**src/rtl/adc_scan_scheduler.sv**
```systemverilog
// rtl/adc_scan_scheduler.sv - periodic multi-channel ADC scan scheduler feeding a sample FIFO
module adc_scan_scheduler #(
  parameter int DIV_W   = 16,
  parameter int TIMEOUT = 1023
) (
  input  logic             clk,
  input  logic             rst_n,
  input  logic             enable,
  input  logic             clr,
  input  logic [7:0]       chan_mask,
  input  logic [DIV_W-1:0] sample_div,
  output logic [2:0]       adc_addr,
  output logic             adc_start,
  input  logic             adc_done,
  input  logic [11:0]      adc_data,
  input  logic             fifo_full,
  output logic             fifo_wrreq,
  output logic [15:0]      fifo_data,
  output logic             busy,
  output logic [7:0]       drop_cnt,
  output logic             overrun,
  output logic             timeout_err
);

  localparam int WAIT_W = $clog2(TIMEOUT + 1);
  localparam logic [WAIT_W-1:0] WAIT_LAST = WAIT_W'(TIMEOUT - 1);

  typedef enum logic [2:0] {IDLE, WAIT_TICK, START, WAIT_DONE, WRITE} state_t;

  state_t           state, state_next;
  logic [DIV_W-1:0] tick_cnt;
  logic             tick;
  logic [7:0]       pending, pending_next;
  logic [2:0]       chan, chan_next;
  logic [2:0]       mask_first, pend_first;
  logic [11:0]      sample;
  logic [WAIT_W-1:0] wait_cnt;
  logic             timeout_hit;
  logic             advance;

  function automatic logic [2:0] lowest_bit(input logic [7:0] m);
    lowest_bit = 3'd0;
    for (int i = 7; i >= 0; i--) begin
      if (m[i]) lowest_bit = 3'(i);
    end
  endfunction

  assign mask_first = lowest_bit(chan_mask);
  assign pend_first = lowest_bit(pending);

  // Tick fires on the last count of each period; >= guards against sample_div shrinking mid-count.
  assign tick = enable && (tick_cnt >= sample_div);

  always_ff @(posedge clk or negedge rst_n) begin
    if (!rst_n) begin
      tick_cnt <= '0;
    end else if (!enable || tick) begin
      tick_cnt <= '0;
    end else begin
      tick_cnt <= tick_cnt + 1'b1;
    end
  end

  always_ff @(posedge clk or negedge rst_n) begin
    if (!rst_n) begin
      state <= IDLE;
    end else begin
      state <= state_next;
    end
  end

  always_comb begin
    state_next   = state;
    pending_next = pending;
    chan_next    = chan;
    timeout_hit  = 1'b0;
    advance      = 1'b0;
    case (state)
      IDLE: begin
        if (enable) state_next = WAIT_TICK;
      end
      WAIT_TICK: begin
        if (!enable) begin
          state_next = IDLE;
        end else if (tick && chan_mask != 8'd0) begin
          chan_next    = mask_first;
          pending_next = chan_mask & ~(8'd1 << mask_first);
          state_next   = START;
        end
      end
      START: begin
        state_next = WAIT_DONE;
      end
      WAIT_DONE: begin
        if (adc_done) begin
          state_next = WRITE;
        end else if (wait_cnt == WAIT_LAST) begin
          timeout_hit = 1'b1;
          advance     = 1'b1;
        end
      end
      WRITE: begin
        advance = 1'b1;
      end
      default: begin
        state_next = IDLE;
      end
    endcase
    // Pending holds the scan's own snapshot of the mask, so live mask edits wait for the next scan.
    if (advance) begin
      if (!enable) begin
        state_next = IDLE;
      end else if (pending != 8'd0) begin
        chan_next    = pend_first;
        pending_next = pending & ~(8'd1 << pend_first);
        state_next   = START;
      end else begin
        state_next = WAIT_TICK;
      end
    end
  end

  always_ff @(posedge clk or negedge rst_n) begin
    if (!rst_n) begin
      chan       <= 3'd0;
      pending    <= 8'd0;
      sample     <= 12'd0;
      wait_cnt   <= '0;
      adc_addr   <= 3'd0;
      adc_start  <= 1'b0;
      busy       <= 1'b0;
      fifo_wrreq <= 1'b0;
      fifo_data  <= 16'd0;
    end else begin
      chan      <= chan_next;
      pending   <= pending_next;
      adc_start <= (state_next == START);
      busy      <= (state_next inside {START, WAIT_DONE, WRITE});
      if (state_next == START) adc_addr <= chan_next;
      wait_cnt  <= (state == WAIT_DONE) ? wait_cnt + 1'b1 : '0;
      if (state == WAIT_DONE && adc_done) sample <= adc_data;
      fifo_wrreq <= (state == WRITE) && !fifo_full;
      if (state == WRITE && !fifo_full) fifo_data <= {1'b0, chan, sample};
    end
  end

  always_ff @(posedge clk or negedge rst_n) begin
    if (!rst_n) begin
      drop_cnt    <= 8'd0;
      overrun     <= 1'b0;
      timeout_err <= 1'b0;
    end else if (clr) begin
      drop_cnt    <= 8'd0;
      overrun     <= 1'b0;
      timeout_err <= 1'b0;
    end else begin
      if (state == WRITE && fifo_full && drop_cnt != 8'hFF) drop_cnt <= drop_cnt + 8'd1;
      if (tick && busy) overrun <= 1'b1;
      if (timeout_hit) timeout_err <= 1'b1;
    end
  end

endmodule

```
**config.mk**
```make
export PLATFORM = sky130hd
export DESIGN_NAME = adc_scan_scheduler
export DESIGN_NICKNAME = d
export VERILOG_FILES = /design/src/rtl/adc_scan_scheduler.sv
export SDC_FILE = /design/constraint.sdc
export NUM_CORES = 1
export LEC_CHECK = 0
export CELL_PAD_IN_SITES_DETAIL_PLACEMENT = 0
export CELL_PAD_IN_SITES_GLOBAL_PLACEMENT = 1
export CORE_ASPECT_RATIO = 1.75
export CORE_MARGIN = 2
export CORE_UTILIZATION = 45
export CTS_BUF_LIST = sky130_fd_sc_hd__clkbuf_4
export DETAILED_ROUTE_END_ITERATION = 10
export HOLD_SLACK_MARGIN = 0.02
export PLACE_DENSITY_LB_ADDON = 0.1
export SLEW_MARGIN = 20
export SYNTH_ARGS = -nofsm -noshare
export SYNTH_HDL_FRONTEND = slang
export SYNTH_SLANG_ARGS = --single-unit
```
**constraint.sdc**
```tcl
create_clock -name clk -period 5.8 [get_ports clk]
set_clock_uncertainty 0.1 [all_clocks]
set_input_delay 1.74 -clock clk [delete_from_list [all_inputs] [get_ports clk]]
set_output_delay 1.74 -clock clk [all_outputs]
set_load 0.1 [all_outputs]
```
==> out/metrics.cfg, run 1 <==
[status]
outcome = finished, final reports clean

[cts]
ctsRootBufferMaster = clkbuf_4
cts_repair_resize_count = 0
cts_tree = built
clock_sinks = 83
later_pin_clock_latency_in_the_skew_report_ns = 0.45
clockBufferDepth = 2
postCtsHoldBufs = 0
tritoncts_buffers = 9
cts_clk_pin_slew_worst_paths_ns = 0.14
h-tree-depth = 3
post_cts_buffers = 0

[critical_path]
critical_path.max_stage_delay_ns = 1.17
number_of_cells_on_the_critical_path = 1
worstPathBufferInverterCount = 1
end_kind = primary output
arrival_ns = 2.11
critical_path.startpoint_type = flip-flop
cp.required_ns = 3.96
worst_r2r_path_depth = 7
critPathKind = flip-flop to primary output
worst_path_dominant_cell_family = buffers and inverters
cp_cell_sequence = clkdlybuf4s50_1
crit_fanout = 6
cp_slowest_cell = clkdlybuf4s50_1

[grt]
groute.usage.overall = 0.195
number_of_global_route_vias_before_repair = 3409
antenna_found_initial = 1
gr-total-overflow = 0
grt_pass1_wl_mm = 15.8
grt_start_max_net_pins = 84

[routing]
dr.first_iter.drc_count = 103
vias = 3340
drtAntennaViolNets = 0
totalWireLength_mm = 9.43
post_drt_via_cell_ratio = 5.28
detail_route.drc_violations = 0
drt_pass1_iterations = 4
routed_wire_length_per_instance_um = 14.9

[timing]
totalNegativeSetupSlack_ns = 0
maxSlewViolCount = 0
fin_crit_sh = 0.681
slew_hr = 0.327
grt_setup_unrepaired = no
hold_viol_final = 0
setup_viol = 0
worst_slew_pin_tran_ns = 1.01
max_freq_ghz = 0.253
period_minus_slack_ns = 3.95

[floorplanning]
die-width_um = 77.2
floorplan.die_area_um2 = 10200
boundaryPins = 74
core_footprint_um2 = 9090
die_height_um = 132
num_rows = 46
floorplan.initialDensity = 0.464

[synth]
async_reset_ff_frac = 1.00
synth_top_flop_cell = dfrtp_1
syn-num-nets = 495
synth.area.top_cells = dfrtp_1 (49%), ha_1 (5.9%), nand2_1 (5.3%), nor2_1 (5.1%), mux2_2 (4.0%)
synth_enable_flop_cells = 0
post_synth.cell_area_avg_um2 = 9.75
synth_top_cell_area_share = 0.492
post_synth_instance_area_um2 = 4220
synth.yosys.seq_area_share = 0.492
synthDominantAreaCellType = dfrtp_1
synthCells = 433
synth-seq-cells = 83
synth.yosys.warnings = 0
synth.lib_cells_used.distinct = 54

[finish]
post_route_cells_drive_above_1_share = 0.0840
layout.filler_cells = 893
combined_area_of_the_multi_input_logic_cells_um2 = 1980
seq_area_um2 = 2080
final_util = 0.570
syn2layout_area_growth_pct = 22.9
final_net_count = 569

[placement]
detailedPlacementHpwl_mm = 7.06
gp_congestion = 0.810
io_buffer_count = 72

[pwr]
ir_worst_vdd_v = 0.000208
power-per-cell-area_nw_per_um2 = 261
p_leak_nw = 2.38

[hold_path]
worst_hold_path.num_cells = 2
holdCritPathClass = flip-flop to flip-flop

[run]
max-cap-violations = 0

[registers in the layout, summed over array words and instances (netlist names)]
register / count
overrun: 1
fifo_wrreq: 1
chan: 3
state: 3
pending: 8
tick_cnt: 16
wait_cnt: 10
busy: 1
timeout_err: 1
adc_addr: 3
drop_cnt: 8
sample: 12
adc_start: 1
fifo_data: 15
[placed cells by master, fill, tap and decap left out, types with 3 or more instances in the layout]
cell	Yosys	routed
nor3_1	4	4
clkdlybuf4s50_1	0	71
nor3b_1	3	3
clkbuf_4	0	10
o21ai_0	14	14
nor2_1	57	57
nand4_1	12	12
dfrtp_1	83	83
xnor2_1	11	11
a21oi_1	12	12
and2_1	3	3
inv_1	27	27
nor4_1	4	4
or3_1	5	5
o31ai_1	3	3
mux2i_1	4	4
nand3b_1	3	3
xor2_1	16	16
a31oi_1	5	5
mux2_2	15	15
nand3_1	15	15
nand2_1	60	60
and3_1	9	9
nand2b_1	3	3
ha_1	20	20
[layer usage]
layer	vias up	routed length [um]	track usage
li1	1651	-	-
met1	1615	3550	0.201
met2	61	5350	0.373
met3	13	324	0.0390
met4	0	204	0.0794
met5	-	0	0
[power breakdown]
part	switching [W]	total, W	internal (W)
clock network	0.000216	0.000310	0.0000945
logic	0.000243	0.000352	0.000110
registers	0.0000437	0.000689	0.000646
total	0.000502	0.00135	0.000850
[cell usage after synthesis (5+ instances only)]
library cell  number
or3_1              5
xor2_1            16
nor2_1            57
xnor2_1           11
nand2_1           60
mux2_2            15
a21oi_1           12
ha_1              20
a31oi_1            5
and3_1             9
nand4_1           12
dfrtp_1           83
o21ai_0           14
nand3_1           15
inv_1             27
buf_2              6
[path summary, 6_finish.rpt]
path	from	end	slack [ns]
setup / recovery	drop_cnt[2]	drop_cnt[2]	1.85
hold / removal	sample[11]	sample[11]	0.39
setup reg to reg	state[2]	chan[1]	3.11
hold reg to reg	sample[11]	sample[11]	0.39
max in group asynchronous	rst_n	adc_addr[0]	3.87
min in group asynchronous	rst_n	wait_cnt[4]	1.21
[cell type report]
cell class	instances	share of cell area
Timing Repair Buffer	75	0.144
Sequential cell	83	0.400
Clock buffer	9	0.0130
Antenna cell	1	0.000483
Tap cell	120	0.0290
Multi-Input combinational cell	311	0.383
Inverter	27	0.0195
Clock inverter	7	0.0113
[stage by stage]
step	setup WS (ns)	power [W]	cells	hold WS (ns)	cell area, um^2
4_1_cts	1.83	0.00137	631	0.392	5170
3_3_place_gp	1.50	0.00105	615	0.353	5050
3_5_place_dp	1.40	0.00106	615	0.358	5050
5_1_grt	1.79	0.00142	633	0.414	5190
6_report	1.85	0.00135	633	0.386	5190
2_1_floorplan	2.18	0.000938	433	0.340	4220
[cell families (layout without fill, tap and decap cells)]
family	after synthesis	count (layout)	share of synthesized area
multiplexers	19	19	0.0495
XOR/XNOR	27	27	0.0560
adder cells (fa/ha/maj)	20	20	0.0593
other	1	2	0.000889
buffers and inverters	39	118	0.0391
AO/OA/AOI/OAI	57	57	0.0910
AND/OR/NAND/NOR	187	187	0.212
flip-flops	83	83	0.492
No activity file was read; power rests on OpenSTA's default activity.
==> run 2: changes to the inputs <==
CORE_UTILIZATION = 42   (was 45)
clock period = 3.7 ns   (was 5.8 ns; I/O delays follow)
==> out/metrics.cfg, run 2 (same netlist as run 1, synthesis figures left out) <==
[status]
outcome = finished, final reports clean

[floorplanning]
core_footprint_um2 = 9850  ; +8.3%
die-width_um = 79.8  ; +3.3%
num_rows = 48  ; +4.3%
floorplan.die_area_um2 = 10900  ; +6.8%
boundaryPins = 74  ; unchanged
die_height_um = 137  ; +3.4%
floorplan.initialDensity = 0.428  ; -0.0356

[timing]
fin_crit_sh = 0.876
period_minus_slack_ns = 3.24
totalNegativeSetupSlack_ns = 0  ; unchanged
slew_hr = 0.549  ; +0.222
setup_viol = 0  ; unchanged
max_freq_ghz = 0.309
worst_slew_pin_tran_ns = 0.677  ; -0.330 ns
hold_viol_final = 0  ; unchanged
maxSlewViolCount = 0  ; unchanged
grt_setup_unrepaired = no

[finish]
finalInstanceArea_um2 = 5260  ; +1.3%
syn2layout_area_growth_pct = 24.5
final_net_count = 582  ; +2.3%
mostFrequentLayoutCell = dfrtp_1
layout.filler_cells = 962  ; +7.7%
post_route_cells_drive_above_1_share = 0.164  ; +0.0798
reg.largest.list = tick_cnt: 16 flops, fifo_data: 15 flops, sample: 12 flops
largest_register = tick_cnt
seq_area_um2 = 2080  ; unchanged
largest_register_ff_count = 16  ; unchanged
combined_area_of_the_multi_input_logic_cells_um2 = 1990  ; +0.44%
most-common-layout-cells = dfrtp_1 (83), nand2_1 (60), nor2_1 (57), buf_4 (48), clkdlybuf4s50_1 (40)
fin_cells = 651  ; +2.8%

[routing]
drt_pass1_iterations = 4  ; unchanged
drtAntennaViolNets = 0  ; unchanged
post_drt_via_cell_ratio = 5.23  ; -0.96%
totalWireLength_mm = 10.0  ; +6.2%
routed_wire_length_per_instance_um = 15.4  ; +3.3%
dr.first_iter.drc_count = 97  ; -5.8%
vias = 3402  ; +1.9%
detail_route.drc_violations = 0  ; unchanged

[cts]
tritoncts_buffers = 9  ; unchanged
cts_repair_resize_count = 0  ; unchanged
ctsRootBufferMaster = clkbuf_4
cts_clk_pin_slew_worst_paths_ns = 0.13  ; about the same
post_cts_buffers = 0  ; unchanged
h-tree-depth = 3  ; unchanged
clock_sinks = 83  ; unchanged
clockBufferDepth = 2  ; unchanged
postCtsHoldBufs = 0  ; unchanged
later_pin_clock_latency_in_the_skew_report_ns = 0.45  ; about the same
cts_tree = built

[critical_path]
critical_path.startpoint_type = input port
cp.required_ns = 3.94  ; -0.02 ns
crit_fanout = 11  ; +5
end_kind = flip-flop
arrival_ns = 3.48  ; +1.37 ns
critPathKind = input port to flip-flop

[grt]
grt_start_max_net_pins = 54  ; -36%
grt_pass1_wl_mm = 17.0  ; +7.7%
groute.usage.overall = 0.202  ; +0.00730
gr-total-overflow = 0  ; unchanged
antenna_found_initial = 1  ; unchanged
number_of_global_route_vias_before_repair = 3505  ; +2.8%

[placement]
detailed_place.area_um2 = 5090  ; +0.84%
detailedPlacementHpwl_mm = 7.56  ; +7.0%
io_buffer_count = 72  ; unchanged
inst_count_dp = 634  ; +3.1%
gp_congestion = 0.847  ; +4.6%

[pwr]
ir_worst_vdd_v = 0.000214  ; +3.0%
power-per-cell-area_nw_per_um2 = 427  ; +64%
p_leak_nw = 2.53  ; +6.1%

[run]
max-cap-violations = 0  ; unchanged

[hold_path]
holdCritPathClass = flip-flop to flip-flop

## run 2: cell type report
cell class,count,share of cell area
multi-input combinational,311,0.379
tap,125,0.0298
sequential,83,0.395
clock inverter,6,0.0169
antenna,1,0.000476
clock buffer,10,0.0143
inverter,27,0.0193
timing repair buffer,88,0.145
## run 2: critical path, cell delays in order
cell,delay (ns)
clkdlybuf4s50_1,0.45
inv_1,0.04
ha_1,0.30
nand4_2,0.14
or3_1,0.41
a221oi_2,0.25
nor4bb_4,0.09
buf_4,0.19
nand2b_4,0.18
o41ai_1,0.31
## run 2: where the power goes
part	internal (W)	switching (W)	leakage, nW	total (W)
Combinational	0.000171	0.000385	1.32	0.000556
Clock	0.000283	0.000322	0.0846	0.000605
Sequential	0.00101	0.0000704	1.12	0.00108
## run 2: worst paths after layout
| kind | from | to | slack (ns) | cells after the start |
|---|---|---|---|---|
| setup / recovery | sample_div[13] | pending[3] | 0.46 | 10 |
| hold / removal | sample[5] | sample[5] | 0.39 | 2 |
| setup reg to reg | tick_cnt[13] | pending[3] | 1.16 | 8 |
| hold reg to reg | sample[5] | sample[5] | 0.39 | 2 |
| max in group asynchronous | rst_n | tick_cnt[11] | 2.23 | 2 |
| min in group asynchronous | rst_n | pending[5] | 0.58 | 1 |
## run 2: metrics by stage
step	hold slack, ns	total power (W)	utilization	setup slack (ns)
after floorplan	0.340	0.00147	-	0.708
after detailed placement	0.358	0.00166	0.517	-0.000153
after global routing	0.416	0.00236	0.534	0.301
final	0.391	0.00224	0.534	0.461
after global placement	0.353	0.00165	0.517	0.0481
after CTS	0.391	0.00227	0.533	0.497
## run 2: per-layer routing
layer / vias to the layer above / wire [um] / global-route usage
met5: - / 0 / 0
met4: 0 / 238 / 0.0763
met3: 18 / 374 / 0.0383
met2: 76 / 5560 / 0.373
met1: 1634 / 3830 / 0.226
li1: 1674 / - / -
==> edit (flow settings as in run 2) <==
Set the parameter `DIV_W` to 24 (it was 16).
--- a/src/rtl/adc_scan_scheduler.sv
+++ b/src/rtl/adc_scan_scheduler.sv
@@ -1,6 +1,6 @@
 // rtl/adc_scan_scheduler.sv - periodic multi-channel ADC scan scheduler feeding a sample FIFO
 module adc_scan_scheduler #(
-  parameter int DIV_W   = 16,
+  parameter int DIV_W   = 24,
   parameter int TIMEOUT = 1023
 ) (
   input  logic             clk,
Interface: changed (resized sample_div); port bits go from 74 to 82. No check against the original RTL was run, so the function may have changed too.
==> edit against run 2 <==
- final cell count rose by 9.7%
- cell area rose by 12%
- routed wire length rose by 11%
- sequential cell count rose by 8
- worst setup slack improved by 0.12 ns
- total power fell by 15%
- synthesized area rose by 15%
- via count rose by 9.3%
- critical path type unchanged
- critical endpoint unchanged
==> edit: results (changes against run 2) <==
metric;value;unit;change
status;finished, final reports clean;;
synth_area_leaders;dfrtp_1 (47%), ha_1 (7.2%), mux2_2 (6.3%);;
r2r_slack;1.23;ns;+0.07 ns
ys_top_cells_by_count;dfrtp_1 (91), nor2_1 (70), nand2_1 (41);;
tightest_slew;0.635;ns;-0.0416 ns
fill_cells;1062;;+10%
finish.net_count;655;;+13%
hpwl;8.58;mm;+14%
timing.rr.end;pending[4]$_DFF_PN0_;;
worstRegToRegCells;5;;-3
reg_top3;tick_cnt x24, fifo_data x15, sample x12;;
wl_met3;362;um;-3.2%
use_met1;22.2;%;-0.42 points
p_leak;2.77;nW;+9.8%
gp_congestion;0.840;;-0.92%
seq_area_frac_synth;47.1;%;-2.2 points
wl;11.2;mm;+11%
first_iter_violations;120;;+24%
placed_area;5780;um^2;+14%
met3_usage;3.29;%;-0.54 points
ir_worst_vdd;0.213;mV;-0.72%
grt_pass1_vias;3939;;+12%
min_from;sample[1]$_DFFE_PN0P_;;
met2_usage;34.0;%;-3.3 points
hold_path_depth;1;;-1
grtUsageTotal;19.0;%;-1.3 points
dr_wl_met2;6.17;mm;+11%
highest_layer;met4;;
cp_max_fo;4;;-7
grt_pass1_wl;19.0;mm;+12%
layout-drive-gt1-share;15.7;%;-0.72 points
switchingPower;0.000545;W;-30%
min_to;sample[1]$_DFFE_PN0P_;;
portBuffers;80;;+11%
synth_cell_type_count;55;;+1.9%
vias;3719;;+9.3%
crit_arrival;3.36;ns;-0.12 ns
wl_met1;4.40;mm;+15%
r2r_start;state[2]$_DFF_PN0_;;
## edit: changes by cell type after synthesis, sizes merged, moves of 9 or more
cell	delta
a21oi	+9
inv	+10
mux2	+12
nand2	-19
nor2	+13
## edit: power groups by stage
stage	Combinational, W	Clock (W)	Sequential, W
6_report	0.000303	0.000525	0.00107
5_1_grt	0.000329	0.000593	0.00108
4_1_cts	0.000308	0.000546	0.00108
3_5_place_dp	0.000308	0	0.00109
3_3_place_gp	0.000303	0	0.00109
2_1_floorplan	0.0000961	0	0.00117
## edit: cells by family (layout without fill, tap and decap cells)
| logic type | Yosys count | after routing | share of synthesized area, % |
|---|---|---|---|
| simple gates | 178 | 178 | 17.8 |
| flops | 91 | 91 | 47.1 |
| mux | 33 | 33 | 7.52 |
| compound gates | 72 | 72 | 9.95 |
| fa+ha+maj | 28 | 28 | 7.24 |
| buf+inv | 45 | 142 | 3.80 |
| xor+xnor | 36 | 36 | 6.51 |
| other cells | 1 | 2 | 0.0775 |
## edit: per-stage QoR
step           worst slack [ns]  total power (W)  hold WS (ns)  util (%)  cells
2_1_floorplan             0.703          0.00127         0.374         -    484
3_3_place_gp              0.151          0.00139         0.383      51.8    698
3_5_place_dp             0.0906          0.00140         0.392      51.8    698
4_1_cts                   0.574          0.00193         0.425      52.9    713
5_1_grt                   0.379          0.00201         0.435      52.9    714
6_report                  0.585          0.00190         0.421      52.9    714
## edit: layout make-up
class | instances | area (um^2) | share of cell area (%)
multi-input combinational | 348 | 2380 | 40.3
sequential | 91 | 2280 | 38.5
timing repair buffer | 90 | 821 | 13.9
tap | 132 | 165 | 2.80
inverter | 37 | 139 | 2.35
clock buffer | 9 | 67.6 | 1.14
clock inverter | 6 | 57.6 | 0.974
antenna | 1 | 2.50 | 0.0424
